==> config.mk <==
export PLATFORM = sky130hd
export DESIGN_NAME = div_issue_ctrl_flat
export DESIGN_NICKNAME = d
export VERILOG_FILES = /design/src/rtl/div_issue_if.sv /design/src/rtl/div_issue_ctrl.sv /design/src/flat_wrapper.sv
export SDC_FILE = /design/constraint.sdc
export NUM_CORES = 1
export LEC_CHECK = 0
export BUFFER_PORTS_ARGS = -buffer_cell sky130_fd_sc_hd__buf_4
export CAP_MARGIN = 20
export CORE_MARGIN = 5
export CORE_UTILIZATION = 49
export CTS_CLUSTER_DIAMETER = 200
export CTS_CLUSTER_SIZE = 30
export DETAILED_ROUTE_END_ITERATION = 6
export PLACE_DENSITY_LB_ADDON = 0.3
export SYNTH_ARGS = -nofsm -noshare
export SYNTH_HDL_FRONTEND = slang
export SYNTH_SLANG_ARGS = --single-unit
==> constraint.sdc <==
create_clock -name clk -period 8.1 [get_ports clk]
set_input_delay 0.81 -clock clk [delete_from_list [all_inputs] [get_ports clk]]
set_output_delay 0.81 -clock clk [all_outputs]
set_load 0.02 [all_outputs]
==> src/rtl/div_issue_if.sv <==
`default_nettype none
// ============================================================================
// Module   : div_issue_if
// Purpose  : Bundle of request, divider and writeback signals that connect the
//            execute-stage divide initiator to its neighbours.
//            slave  = the div_issue_ctrl side, master = the surrounding logic.
// Revision : 1.0 - initial release
// ============================================================================
interface div_issue_if #(
  parameter int DATA_W = 32,
  parameter int ADDR_W = 5
);
  // request from ex
  logic              req_valid_i;
  logic              req_ready_o;
  logic [2:0]        req_op_i;
  logic [DATA_W-1:0] req_dividend_i;
  logic [DATA_W-1:0] req_divisor_i;
  logic [ADDR_W-1:0] req_waddr_i;
  logic              flush_i;
  logic              stall_o;
  // divider launch / result
  logic              div_start_o;
  logic [2:0]        div_op_o;
  logic [DATA_W-1:0] div_dividend_o;
  logic [DATA_W-1:0] div_divisor_o;
  logic [ADDR_W-1:0] div_waddr_o;
  logic [DATA_W-1:0] div_result_i;
  logic              div_ready_i;
  logic              div_busy_i;
  // writeback
  logic              wb_valid_o;
  logic [DATA_W-1:0] wb_data_o;
  logic [ADDR_W-1:0] wb_waddr_o;

  modport slave (
    input  req_valid_i, req_op_i, req_dividend_i, req_divisor_i, req_waddr_i,
    input  flush_i, div_result_i, div_ready_i, div_busy_i,
    output req_ready_o, stall_o, div_start_o, div_op_o, div_dividend_o,
    output div_divisor_o, div_waddr_o, wb_valid_o, wb_data_o, wb_waddr_o
  );

  modport master (
    output req_valid_i, req_op_i, req_dividend_i, req_divisor_i, req_waddr_i,
    output flush_i, div_result_i, div_ready_i, div_busy_i,
    input  req_ready_o, stall_o, div_start_o, div_op_o, div_dividend_o,
    input  div_divisor_o, div_waddr_o, wb_valid_o, wb_data_o, wb_waddr_o
  );
endinterface
`default_nettype wire

==> src/rtl/div_issue_ctrl.sv <==
`default_nettype none
// ============================================================================
// Module   : div_issue_ctrl
// Purpose  : Execute-stage initiator for the iterative divider. Latches one
//            DIV/DIVU/REM/REMU, holds divider start for the whole operation,
//            stalls ex until the result returns, then emits a one-cycle
//            registered writeback. A flush drops start and abandons the op.
//            Optional build macro DIV_RESULT_CACHE_EN adds a one-entry result
//            cache that answers an exact repeat without using the divider.
// Revision : 1.0 - initial release
// ============================================================================
module div_issue_ctrl #(
  parameter int DATA_W = 32,
  parameter int ADDR_W = 5
) (
  input  logic          clk,
  input  logic          rst,
  div_issue_if.slave    bus
);

  typedef enum logic [0:0] {
    IDLE = 1'b0,
    BUSY = 1'b1
  } state_t;

  state_t            state_q, state_d;
  logic              start_q, start_d;
  logic [2:0]        op_q, op_d;
  logic [DATA_W-1:0] dividend_q, dividend_d;
  logic [DATA_W-1:0] divisor_q, divisor_d;
  logic [ADDR_W-1:0] waddr_q, waddr_d;
  logic              wb_valid_q, wb_valid_d;
  logic [DATA_W-1:0] wb_data_q, wb_data_d;
  logic [ADDR_W-1:0] wb_waddr_q, wb_waddr_d;

  logic              accept;
  logic              cache_hit;
  logic              unused_busy;

  // divider busy only matters to external checking
  assign unused_busy = bus.div_busy_i;

  assign accept = bus.req_valid_i & ~bus.flush_i;

`ifdef DIV_RESULT_CACHE_EN
  logic              cache_valid_q, cache_valid_d;
  logic [2:0]        cache_op_q, cache_op_d;
  logic [DATA_W-1:0] cache_dividend_q, cache_dividend_d;
  logic [DATA_W-1:0] cache_divisor_q, cache_divisor_d;
  logic [DATA_W-1:0] cache_result_q, cache_result_d;

  // exact match on op and both operands reuses the last completed result
  assign cache_hit = cache_valid_q
                   & (cache_op_q       == bus.req_op_i)
                   & (cache_dividend_q == bus.req_dividend_i)
                   & (cache_divisor_q  == bus.req_divisor_i);
`else
  assign cache_hit = 1'b0;
`endif

  // next-state and datapath selection
  always_comb begin
    state_d    = state_q;
    start_d    = start_q;
    op_d       = op_q;
    dividend_d = dividend_q;
    divisor_d  = divisor_q;
    waddr_d    = waddr_q;
    wb_valid_d = 1'b0;
    wb_data_d  = wb_data_q;
    wb_waddr_d = wb_waddr_q;
`ifdef DIV_RESULT_CACHE_EN
    cache_valid_d    = cache_valid_q;
    cache_op_d       = cache_op_q;
    cache_dividend_d = cache_dividend_q;
    cache_divisor_d  = cache_divisor_q;
    cache_result_d   = cache_result_q;
`endif
    case (state_q)
      IDLE: begin
        if (accept) begin
          if (cache_hit) begin
            wb_valid_d = 1'b1;
`ifdef DIV_RESULT_CACHE_EN
            wb_data_d  = cache_result_q;
`endif
            wb_waddr_d = bus.req_waddr_i;
          end else begin
            op_d       = bus.req_op_i;
            dividend_d = bus.req_dividend_i;
            divisor_d  = bus.req_divisor_i;
            waddr_d    = bus.req_waddr_i;
            start_d    = 1'b1;
            state_d    = BUSY;
          end
        end
      end
      BUSY: begin
        // flush takes priority over a coincident result
        if (bus.flush_i) begin
          start_d = 1'b0;
          state_d = IDLE;
        end else if (bus.div_ready_i) begin
          start_d    = 1'b0;
          state_d    = IDLE;
          wb_valid_d = 1'b1;
          wb_data_d  = bus.div_result_i;
          wb_waddr_d = waddr_q;
`ifdef DIV_RESULT_CACHE_EN
          cache_valid_d    = 1'b1;
          cache_op_d       = op_q;
          cache_dividend_d = dividend_q;
          cache_divisor_d  = divisor_q;
          cache_result_d   = bus.div_result_i;
`endif
        end
      end
      default: begin
        start_d = 1'b0;
        state_d = IDLE;
      end
    endcase
  end

  // state and registered outputs
  always_ff @(posedge clk or posedge rst) begin
    if (rst) begin
      state_q    <= IDLE;
      start_q    <= 1'b0;
      op_q       <= '0;
      dividend_q <= '0;
      divisor_q  <= '0;
      waddr_q    <= '0;
      wb_valid_q <= 1'b0;
      wb_data_q  <= '0;
      wb_waddr_q <= '0;
`ifdef DIV_RESULT_CACHE_EN
      cache_valid_q    <= 1'b0;
      cache_op_q       <= '0;
      cache_dividend_q <= '0;
      cache_divisor_q  <= '0;
      cache_result_q   <= '0;
`endif
    end else begin
      state_q    <= state_d;
      start_q    <= start_d;
      op_q       <= op_d;
      dividend_q <= dividend_d;
      divisor_q  <= divisor_d;
      waddr_q    <= waddr_d;
      wb_valid_q <= wb_valid_d;
      wb_data_q  <= wb_data_d;
      wb_waddr_q <= wb_waddr_d;
`ifdef DIV_RESULT_CACHE_EN
      cache_valid_q    <= cache_valid_d;
      cache_op_q       <= cache_op_d;
      cache_dividend_q <= cache_dividend_d;
      cache_divisor_q  <= cache_divisor_d;
      cache_result_q   <= cache_result_d;
`endif
    end
  end

  // start is masked in the result cycle so the divider never relaunches
  // from its idle state, and in a flush cycle so the op aborts at once
  assign bus.div_start_o    = start_q & ~bus.div_ready_i & ~bus.flush_i;
  assign bus.req_ready_o    = (state_q == IDLE);
  assign bus.stall_o        = (state_q == IDLE) ? (accept & ~cache_hit)
                                                : ~bus.div_ready_i;
  assign bus.div_op_o       = op_q;
  assign bus.div_dividend_o = dividend_q;
  assign bus.div_divisor_o  = divisor_q;
  assign bus.div_waddr_o    = waddr_q;
  assign bus.wb_valid_o     = wb_valid_q;
  assign bus.wb_data_o      = wb_data_q;
  assign bus.wb_waddr_o     = wb_waddr_q;

endmodule
`default_nettype wire
==> src/flat_wrapper.sv <==
// flat-port wrapper written by rule: the top's interface ports become plain ports
module div_issue_ctrl_flat 
#(
  parameter int DATA_W = 32,
  parameter int ADDR_W = 5
)
  (clk, rst, bus_req_valid_i, bus_req_op_i, bus_req_dividend_i, bus_req_divisor_i, bus_req_waddr_i, bus_flush_i, bus_div_result_i, bus_div_ready_i, bus_div_busy_i, bus_req_ready_o, bus_stall_o, bus_div_start_o, bus_div_op_o, bus_div_dividend_o, bus_div_divisor_o, bus_div_waddr_o, bus_wb_valid_o, bus_wb_data_o, bus_wb_waddr_o);
  div_issue_if #(.DATA_W(DATA_W), .ADDR_W(ADDR_W)) bus_i ();
  input  logic clk;
  input  logic rst;
  input wire logic [$bits(bus_i.req_valid_i)-1:0] bus_req_valid_i;
  input wire logic [$bits(bus_i.req_op_i)-1:0] bus_req_op_i;
  input wire logic [$bits(bus_i.req_dividend_i)-1:0] bus_req_dividend_i;
  input wire logic [$bits(bus_i.req_divisor_i)-1:0] bus_req_divisor_i;
  input wire logic [$bits(bus_i.req_waddr_i)-1:0] bus_req_waddr_i;
  input wire logic [$bits(bus_i.flush_i)-1:0] bus_flush_i;
  input wire logic [$bits(bus_i.div_result_i)-1:0] bus_div_result_i;
  input wire logic [$bits(bus_i.div_ready_i)-1:0] bus_div_ready_i;
  input wire logic [$bits(bus_i.div_busy_i)-1:0] bus_div_busy_i;
  output wire logic [$bits(bus_i.req_ready_o)-1:0] bus_req_ready_o;
  output wire logic [$bits(bus_i.stall_o)-1:0] bus_stall_o;
  output wire logic [$bits(bus_i.div_start_o)-1:0] bus_div_start_o;
  output wire logic [$bits(bus_i.div_op_o)-1:0] bus_div_op_o;
  output wire logic [$bits(bus_i.div_dividend_o)-1:0] bus_div_dividend_o;
  output wire logic [$bits(bus_i.div_divisor_o)-1:0] bus_div_divisor_o;
  output wire logic [$bits(bus_i.div_waddr_o)-1:0] bus_div_waddr_o;
  output wire logic [$bits(bus_i.wb_valid_o)-1:0] bus_wb_valid_o;
  output wire logic [$bits(bus_i.wb_data_o)-1:0] bus_wb_data_o;
  output wire logic [$bits(bus_i.wb_waddr_o)-1:0] bus_wb_waddr_o;
  assign bus_i.req_valid_i = bus_req_valid_i;
  assign bus_i.req_op_i = bus_req_op_i;
  assign bus_i.req_dividend_i = bus_req_dividend_i;
  assign bus_i.req_divisor_i = bus_req_divisor_i;
  assign bus_i.req_waddr_i = bus_req_waddr_i;
  assign bus_i.flush_i = bus_flush_i;
  assign bus_i.div_result_i = bus_div_result_i;
  assign bus_i.div_ready_i = bus_div_ready_i;
  assign bus_i.div_busy_i = bus_div_busy_i;
  assign bus_req_ready_o = bus_i.req_ready_o;
  assign bus_stall_o = bus_i.stall_o;
  assign bus_div_start_o = bus_i.div_start_o;
  assign bus_div_op_o = bus_i.div_op_o;
  assign bus_div_dividend_o = bus_i.div_dividend_o;
  assign bus_div_divisor_o = bus_i.div_divisor_o;
  assign bus_div_waddr_o = bus_i.div_waddr_o;
  assign bus_wb_valid_o = bus_i.wb_valid_o;
  assign bus_wb_data_o = bus_i.wb_data_o;
  assign bus_wb_waddr_o = bus_i.wb_waddr_o;
  div_issue_ctrl #(.DATA_W(DATA_W), .ADDR_W(ADDR_W)) u_core (.clk(clk), .rst(rst), .bus(bus_i));
endmodule
==> impl_metrics.tcl <==
set metrics [dict create \
    status "complete, no violations" \
    grt_overflow_total 0 \
    via_count 2834 \
    crit_chain "buf_4 -> nor3b_1 -> buf_4" \
    ys_ff_latch 112 \
    crit_arrival_ps 1400 \
    p_leak_nw 3.109 \
    synth_most_common_cell "dfrtp_1" \
    antenna_cells 0 \
    grt_pass1_vias 3127 \
    synth_area_leaders "dfrtp_1 (65%), mux2_2 (22%), mux2_4 (6.6%), buf_6 (2.1%), mux2_1 (1.6%)" \
    pwr-share-clk_pct 19.5 \
    syn_nets 355 \
    cp_common_cell "buf_4" \
    vdd_ir_drop_max_uv 144.5 \
    synth_edf_count 0 \
    dr.pass1.iters 4 \
    ant_nets 0 \
    root_buffer "clkbuf_8" \
    worstPathMaxFanout 5 \
    synthArstFlopShare_pct 100.0 \
    min_period_ps 2212 \
    numCtsBuffers 9 \
    start_kind "input port" \
    ys_warn_count 0 \
    finalWeightedCongestion 0.7358 \
    synth_largest_area_cell "dfrtp_1" \
    clk_pin_slew_ps 110 \
    start_util_pct 49.94 \
    pin_count 223 \
    grt_pass1_wl_um 16030 \
    synthTopCellsByCount "dfrtp_1 (112), mux2_2 (84), mux2_4 (19)" \
    cts_tree "built" \
    rsz0062_at_grt "false" \
    rows 34 \
    drc 0 \
    drive_gt1_share_pct 73.42 \
    ys_seq_area_share_pct 64.67 \
    antenna_found_initial 0 \
    finalHoldViolCount 0 \
    fin_crit_sh_pct 27.31 \
    finalWirelength_um 9982 \
    drv_slew 0 \
    ys_types 17 \
    cp_num_buf_inv 2 \
    clock_skew_ps 17.55 \
    die_h_um 104.1 \
    synth_flop_cell "dfrtp_1" \
    cts_setup_buffers 0 \
    drt_iter0_drc 55 \
    die_w_um 104.1 \
    synth.top_cell.area_share_pct 64.67 \
    num-nets-final 579 \
    p_sw_mw 0.5203 \
    dpl.hpwl_um 7626 \
    slowest_delay_ps 250 \
    core_region_area_mm2 0.008678 \
    syn_area_mm2 0.004334 \
    fmax_ghz 0.4520 \
    via_per_inst 4.869 \
    io_buffer_count 221 \
    dieArea_mm2 0.01083 \
    cap_violations 0 \
    htree_levels 3 \
    grt_usage_pct 18.37 \
    pwr_density_cell_mw_per_mm2 259.8 \
    wl_per_cell_um 17.15 \
    critPathKind "in -> out" \
    area.growth.synth_to_final_pct 43.97 \
    hp-class "reg -> reg" \
    internal-power_mw 1.101 \
    cp-end-kind "primary output" \
    cts.sinks 112 \
    power.share.switching_pct 32.10 \
    cts_buffer_depth 2 \
    cts_resized 0 \
    syn_avg_cell_area_um2 17.69 \
    p_seq_share_pct 45.8 \
    clock_latency_ps 360 \
    grt_max_degree 63 \
    p_comb_share_pct 34.7 \
    holdWs_ps 494.8 \
    worstPathRequired_ps 7290 \
    timing.slew.headroom_pct 48.68 \
    tns_ps 0 \
    tightestPinTransition_ps 769.8 \
    crit_slowest_cell "nor3b_1" \
    cp_top_family "buffers and inverters" \
    synthCells 245 \
    setup_viol 0 \
    hold_buffers 0 \
]
==> cell type report <==
cell class | count | area, um2
Multi-Input combinational cell | 118 | 1379
Timing Repair Buffer | 224 | 1714
Clock inverter | 5 | 40.04
Tap cell | 108 | 135.1
Fill cell | 607 | 2439
Sequential cell | 112 | 2803
Inverter | 4 | 17.52
Clock buffer | 11 | 151.4
==> power groups by stage <==
stage	Clock (mW)	Sequential [mW]	Combinational, mW
finish	0.316	0.742	0.562
global route	0.353	0.759	0.595
CTS	0.328	0.744	0.572
detailed placement	0	0.755	0.571
global placement	0	0.746	0.560
floorplan	0	0.898	0.150
==> layout by cell type, fill, tap and decap left out, drive strengths merged <==
cell	count
mux2	109
nor3b	1
inv	5
nand2b	2
clkinv	4
o21bai	1
o21ai	1
nand3	1
buf	224
dfrtp	112
clkbuf	11
a21oi	2
nor2	1
==> logic make-up after synthesis <==
family,after synthesis,synth area share (%)
mux,109,29.97
compound gates,4,0.5196
flops,112,64.67
simple gates,5,1.328
buf+inv,15,3.522
==> path summary, 6_finish.rpt <==
kind	startpoint	slack, ps	cells after the start	end
worst min-delay path	u_core.bus.div_dividend_o[7]	490	1	u_core.bus.div_dividend_o[7]
worst max register to register	u_core.state_q	6370	4	u_core.bus.div_dividend_o[1]
worst min register to register	u_core.bus.div_dividend_o[7]	490	1	u_core.bus.div_dividend_o[7]
min in group asynchronous	rst	520	2	u_core.bus.wb_data_o[24]
max in group asynchronous	rst	6340	3	u_core.bus.div_op_o[2]
worst max-delay path	bus_flush_i	5890	3	bus_div_start_o
==> metal layers <==
layer / up-vias / wire [um] / GRT usage, %
li1: 1301 / - / -
met1: 1403 / 3602 / 20.23
met2: 113 / 5293 / 32.38
met3: 17 / 872 / 6.766
met4: 0 / 214 / 6.568
met5: - / 0 / 0
==> through the flow <==
| stage | cells | power, mW | area, um2 | util [%] | worst slack (ps) |
|---|---|---|---|---|---|
| 5_1_grt | 582 | 1.707 | 6240 | 71.90 | 5783 |
| 2_1_floorplan | 245 | 1.048 | 4334 | - | 4331 |
| 3_3_place_gp | 564 | 1.306 | 6001 | 69.15 | 5469 |
| 6_report | 582 | 1.621 | 6240 | 71.90 | 5888 |
| 4_1_cts | 582 | 1.644 | 6240 | 71.90 | 5881 |
| 3_5_place_dp | 566 | 1.326 | 6048 | 69.69 | 5872 |
==> flip-flops by register name, indices dropped and copies added (netlist names) <==
signal / count
u_core.bus.div_dividend_o: 32
u_core.bus.div_divisor_o: 32
u_core.bus.wb_data_o: 32
u_core.bus.div_waddr_o: 5
u_core.bus.wb_waddr_o: 5
u_core.bus.div_op_o: 3
u_core.bus.wb_valid_o: 1
u_core.start_q: 1
u_core.state_q: 1
(Power assumes the default switching activity.)
